$ cat config.mk
export PLATFORM = sky130hd
export DESIGN_NAME = uart_tx_fifo
export DESIGN_NICKNAME = d
export VERILOG_FILES = /design/src/rtl/uart_tx_fifo.sv
export SDC_FILE = /design/constraint.sdc
export NUM_CORES = 1
export LEC_CHECK = 0
export ABC_CLOCK_PERIOD_IN_PS = 3300
export CORE_UTILIZATION = 50
export DETAILED_ROUTE_END_ITERATION = 8
export PLACE_DENSITY_LB_ADDON = 0.12
export REMOVE_ABC_BUFFERS = 1
export SLEW_MARGIN = 20
export SYNTH_ARGS = -nofsm -noshare
export SYNTH_HDL_FRONTEND = slang
export SYNTH_SLANG_ARGS = --single-unit
export TNS_END_PERCENT = 5
$ cat constraint.sdc
create_clock -name clk -period 3.3 [get_ports clk]
set_clock_uncertainty 0.05 [all_clocks]
set_input_delay 0.66 -clock clk [delete_from_list [all_inputs] [get_ports clk]]
set_output_delay 0.66 -clock clk [all_outputs]
set_load 0.05 [all_outputs]
$ cat src/rtl/uart_tx_fifo.sv
// UART transmitter fed by a small FIFO of {word, parity enable, parity type, stop2}.
// Frames run back to back while the FIFO has entries; TX_OUT is registered and idles high.
module uart_tx_fifo #(
    parameter int DATA_WIDTH   = 8,
    parameter int FIFO_DEPTH   = 4,
    parameter int CLKS_PER_BIT = 1
) (
    input  logic                  clk,
    input  logic                  rst,
    input  logic [DATA_WIDTH-1:0] P_DATA,
    input  logic                  Data_Valid,
    input  logic                  PAR_EN,
    input  logic                  PAR_TYP,
    input  logic                  STOP2,
    output logic                  TX_OUT,
    output logic                  busy,
    output logic                  fifo_full,
    output logic                  fifo_empty
);

    localparam int PTR_W = $clog2(FIFO_DEPTH);
    localparam int ENT_W = DATA_WIDTH + 3;
    localparam logic [PTR_W:0] DEPTH_CNT = (PTR_W + 1)'(FIFO_DEPTH);
    localparam logic [PTR_W:0] CNT_ONE   = (PTR_W + 1)'(1);
    localparam logic [15:0]    CPB_LAST  = 16'(CLKS_PER_BIT - 1);
    localparam logic [3:0]     LAST_BIT  = 4'(DATA_WIDTH - 1);

    localparam logic [2:0] IDLE   = 3'd0;
    localparam logic [2:0] START  = 3'd1;
    localparam logic [2:0] DATA   = 3'd2;
    localparam logic [2:0] PARITY = 3'd3;
    localparam logic [2:0] STOP   = 3'd4;

    logic [ENT_W-1:0]      mem [FIFO_DEPTH];
    logic [PTR_W-1:0]      wr_ptr, rd_ptr;
    logic [PTR_W:0]        count, count_nxt;
    logic                  wr_en, rd_en;
    logic [ENT_W-1:0]      rd_data;

    logic [2:0]            state;
    logic [15:0]           bit_cnt;
    logic [3:0]            bit_idx;
    logic                  stop_second;
    logic                  bit_done, stop_last, frame_end;

    logic [DATA_WIDTH-1:0] shreg;
    logic                  par_bit, par_en_q, stop2_q;

    assign rd_data   = mem[rd_ptr];
    assign bit_done  = (bit_cnt == CPB_LAST);
    assign stop_last = !stop2_q || stop_second;
    assign frame_end = (state == STOP) && bit_done && stop_last;
    assign busy      = (state != IDLE);

    // A write while full is dropped even if the FSM frees a slot on the same edge.
    assign wr_en = Data_Valid && !fifo_full;
    assign rd_en = !fifo_empty && ((state == IDLE) || frame_end);

    always_comb begin
        count_nxt = count;
        case ({wr_en, rd_en})
            2'b10:   count_nxt = count + CNT_ONE;
            2'b01:   count_nxt = count - CNT_ONE;
            default: count_nxt = count;
        endcase
    end

    always_ff @(posedge clk or posedge rst) begin
        if (rst) begin
            wr_ptr     <= '0;
            rd_ptr     <= '0;
            count      <= '0;
            fifo_full  <= 1'b0;
            fifo_empty <= 1'b1;
        end else begin
            if (wr_en) wr_ptr <= wr_ptr + 1'b1;
            if (rd_en) rd_ptr <= rd_ptr + 1'b1;
            count      <= count_nxt;
            fifo_full  <= (count_nxt == DEPTH_CNT);
            fifo_empty <= (count_nxt == '0);
        end
    end

    always_ff @(posedge clk) begin
        if (wr_en) mem[wr_ptr] <= {P_DATA, PAR_EN, PAR_TYP, STOP2};
    end

    // Popped entry is latched here so later input changes cannot touch the frame.
    always_ff @(posedge clk) begin
        if (rd_en) begin
            shreg    <= rd_data[ENT_W-1:3];
            par_bit  <= (^rd_data[ENT_W-1:3]) ^ rd_data[1];
            par_en_q <= rd_data[2];
            stop2_q  <= rd_data[0];
        end else if (bit_done && ((state == START) || (state == DATA))) begin
            shreg <= shreg >> 1;
        end
    end

    always_ff @(posedge clk or posedge rst) begin
        if (rst) begin
            state       <= IDLE;
            TX_OUT      <= 1'b1;
            bit_cnt     <= '0;
            bit_idx     <= '0;
            stop_second <= 1'b0;
        end else if (state == IDLE) begin
            bit_cnt <= '0;
            if (!fifo_empty) begin
                state  <= START;
                TX_OUT <= 1'b0;
            end else begin
                TX_OUT <= 1'b1;
            end
        end else if (!bit_done) begin
            bit_cnt <= bit_cnt + 16'd1;
        end else begin
            bit_cnt <= '0;
            case (state)
                START: begin
                    state   <= DATA;
                    TX_OUT  <= shreg[0];
                    bit_idx <= '0;
                end
                DATA: begin
                    if (bit_idx == LAST_BIT) begin
                        stop_second <= 1'b0;
                        if (par_en_q) begin
                            state  <= PARITY;
                            TX_OUT <= par_bit;
                        end else begin
                            state  <= STOP;
                            TX_OUT <= 1'b1;
                        end
                    end else begin
                        bit_idx <= bit_idx + 4'd1;
                        TX_OUT  <= shreg[0];
                    end
                end
                PARITY: begin
                    state       <= STOP;
                    TX_OUT      <= 1'b1;
                    stop_second <= 1'b0;
                end
                STOP: begin
                    // Next frame starts straight from the stop bit when work is queued.
                    if (!stop_last) begin
                        stop_second <= 1'b1;
                    end else if (!fifo_empty) begin
                        state  <= START;
                        TX_OUT <= 1'b0;
                    end else begin
                        state  <= IDLE;
                        TX_OUT <= 1'b1;
                    end
                end
                default: begin
                    state  <= IDLE;
                    TX_OUT <= 1'b1;
                end
            endcase
        end
    end

endmodule

==> results by group <==
Synth
  – Netlist cell types: 49
  – Largest area contributor in the netlist: edfxtp_1
  – Synth Register Bits: 89
  – Ys Warns: 0
  – Sequential-to-total area share from yosys stat: 61.83%
  – Number of synthesized flops with an enable pin: 55
  – Asr flop ratio synth: 38.20%
  – Most used DFF post-synth: edfxtp_1
  – Synthesized area per cell: 14.02 sq um
  – Mapped Area: 0.004051 sq mm
  – Top post-synthesis cells by area: edfxtp_1 (41%), dfrtp_1 (20%), mux4_1 (5.8%)
  – Top cell type's share of synthesized area: 40.77%
  – Synthesized instance count: 289

Critical path
  – WS Path Type: flip-flop to output pin
  – Critical path capture point type: output pin
  – Reg2reg setup slack: 0.50 ns
  – Critical Path AT: 2.25 ns
  – WP data required: 2.59 ns
  – Worst Path Max Fanout: 17
  – Worst Setup Start Kind: flip-flop
  – Reg2Reg Depth: 12

Cells and area
  – Commonest cells after routing, fill and taps aside: edfxtp_1 (55), dfrtp_1 (32), nor2_1 (28)
  – Commonest non-fill, non-tap cell in the layout: edfxtp_1
  – Share of layout cells above drive strength 1: 13.17%
  – Final antenna diode count: 0
  – Final net count: 337
  – Multi-input logic area: 0.001430 sq mm
  – Final Util: 58.26%
  – Fillers: 654
  – Reg area: 0.002505 sq mm
  – Area Overhead vs Synth: 11.70%

Pwr
  – Combinational share of power: 37.7%
  – P_sw: 0.001344 W
  – Leakage power: 1.658 nW
  – Pint: 0.002561 W
  – Reg power frac: 44.8%
  – Sw Share: 34.42%
  – Clk pwr share: 17.5%
  – Pwr dens: 863.0 mW/mm^2
  – Peak supply drop: 0.3915 mV

Global route
  – Vias in the first global route: 2,312
  – GR peak layer: met2
  – Grt total ovfl: 0
  – Met1 GRT Util: 25.97%
  – First-pass GRT wire length: 11,640 um
  – Largest net degree at the start of global routing: 20
  – Initial antenna violation count: 0
  – Met2 usage: 27.92%
  – Met3 global-route usage: 2.985%
  – Gr usage total: 18.25%

Route
  – DR pass1 iterations: 4
  – Vias per cell: 5.430
  – Post-DRT Antenna Nets: 0
  – Vias: 2,286
  – WL final: 7035 um
  – Initial DRC count: 109
  – DR WL/cell: 16.71 um
  – DRC errors left: 0

Floorplan
  – Chip width: 92.02 um
  – Die area: 0.008467 sq mm
  – Cell Rows: 32
  – Starting density of the core: 52.16%
  – Overall die height: 92.02 um
  – # IOs: 18
  – CORE AREA: 0.007767 sq mm

Timing
  – Period utilisation layout: 89.82%
  – Slew @ Worst Pin: 0.6698 ns
  – Slew margin rel.: 55.30%
  – Final critical-path required period: 2.964 ns
  – Final count of pins violating max slew: 0
  – Final hold vios: 0
  – Setup TNS Final: 0 ns
  – Setup violators final: 0
  – RSZ-0062 raised after global routing: no
  – Max Freq: 0.3374 GHz

CTS
  – Setup bufs post-CTS: 0
  – Later-pin clock latency in the skew report: 0.35 ns
  – Post-CTS Resized: 0
  – Hold_buf cts: 0
  – TritonCTS clock tree: built
  – Inserted Clock Buffers: 9
  – Sink Count: 89
  – Htree depth: 3
  – CTS root buf: clkbuf_8
  – Clock buffer depth: 2
  – Clock-pin slew on the worst setup and hold paths: 0.08 ns

Outcome
  – Outcome: completed

Min path
  – Hold Crit Class: flip-flop to flip-flop
  – Hold Crit Depth: 2

Run
  – Max Cap Viol: 0

Placed design
  – GPL Wtd Cong: 0.7930
  – DPL Wire Length: 4889 um
  – Port Buffers: 17
[power groups by stage]
stage                     clock (W)  sequential (W)  combinational, W
after CTS                  0.000705         0.00175           0.00150
final                      0.000684         0.00175           0.00147
after global routing       0.000741         0.00179           0.00162
after detailed placement          0         0.00178           0.00149
after global placement            0         0.00177           0.00145
after floorplan                   0         0.00178           0.00106
[worst paths after layout]
kind | to | start
worst max-delay path | busy | state[0]
worst min-delay path | TX_OUT | TX_OUT
worst max register to register | fifo_full | bit_cnt[0]
worst min register to register | TX_OUT | TX_OUT
max in group asynchronous | bit_cnt[10] | rst
min in group asynchronous | wr_ptr[1] | rst
[flip-flops by register name, summed over array words and instances (netlist names)]
name / count
bit_cnt: 16
par_en_q: 1
mem: 44
wr_ptr: 2
shreg: 8
par_bit: 1
bit_idx: 4
state: 3
count: 3
fifo_full: 1
stop2_q: 1
rd_ptr: 2
TX_OUT: 1
stop_second: 1
fifo_empty: 1
[metal layers]
| metal | vias to the layer above | part of all wire, % |
|---|---|---|
| li1 | 1112 | - |
| met1 | 1131 | 50 |
| met2 | 34 | 45 |
| met3 | 9 | 3.2 |
| met4 | 0 | 1.4 |
| met5 | - | 0 |
[logic make-up (layout without fill, tap and decap cells)]
| group | after synthesis | after routing | synth area share (%) |
|---|---|---|---|
| and+or+nand+nor | 88 | 88 | 11.18 |
| xor gates and xnor gates | 27 | 27 | 6.362 |
| buffers and inverters | 27 | 57 | 2.872 |
| adders and majority gates | 9 | 9 | 2.965 |
| DFF | 89 | 89 | 61.83 |
| muxes | 25 | 25 | 10.72 |
| AOI/OAI and AO/OA | 24 | 24 | 4.076 |
[metrics by stage]
stage	total power (W)	setup WS (ns)	hold WS, ns	cell area [sq um]	instances
global placement	0.003217	0.5729	0.4085	4349	405
CTS	0.003958	0.3290	0.4314	4526	421
detailed placement	0.003270	0.4909	0.4127	4349	405
global route	0.004145	0.1761	0.4504	4526	421
floorplan	0.002843	0.1739	0.3962	3999	279
finish	0.003906	0.3360	0.4250	4526	421
[cells in the mapped netlist (2+ instances only)]
library cell,n
inv_1,17
dfstp_2,2
and2_1,5
nor3_1,8
nand2b_1,2
nand3_1,5
dfrtp_1,32
o21ai_0,6
edfxtp_1,55
nand2_1,12
mux2i_1,4
nor2_1,28
xor2_1,6
o211ai_1,2
or2_2,2
nor2b_1,5
and3b_1,2
ha_1,8
clkbuf_1,4
nand4_1,5
a21oi_1,5
o22ai_1,2
mux4_2,2
xnor2_1,19
a211oi_1,2
buf_2,2
and3_1,2
mux4_1,9
nor4_1,7
mux2_2,10
[cell type report]
cell class | instances | area share (%)
Sequential cell | 89 | 55.35
Multi-Input combinational cell | 173 | 31.60
Timing Repair Buffer | 24 | 4.921
Clock buffer | 10 | 2.820
Tap cell | 102 | 2.820
Inverter | 17 | 1.410
Clock inverter | 6 | 1.078
[critical path, cell delays in order, from the launching register on]
cell,delay (ns)
dfrtp_1,0.55
nor3_1,0.42
inv_1,0.17
clkdlybuf4s50_1,0.76
Power figures use the tool's default switching activity.
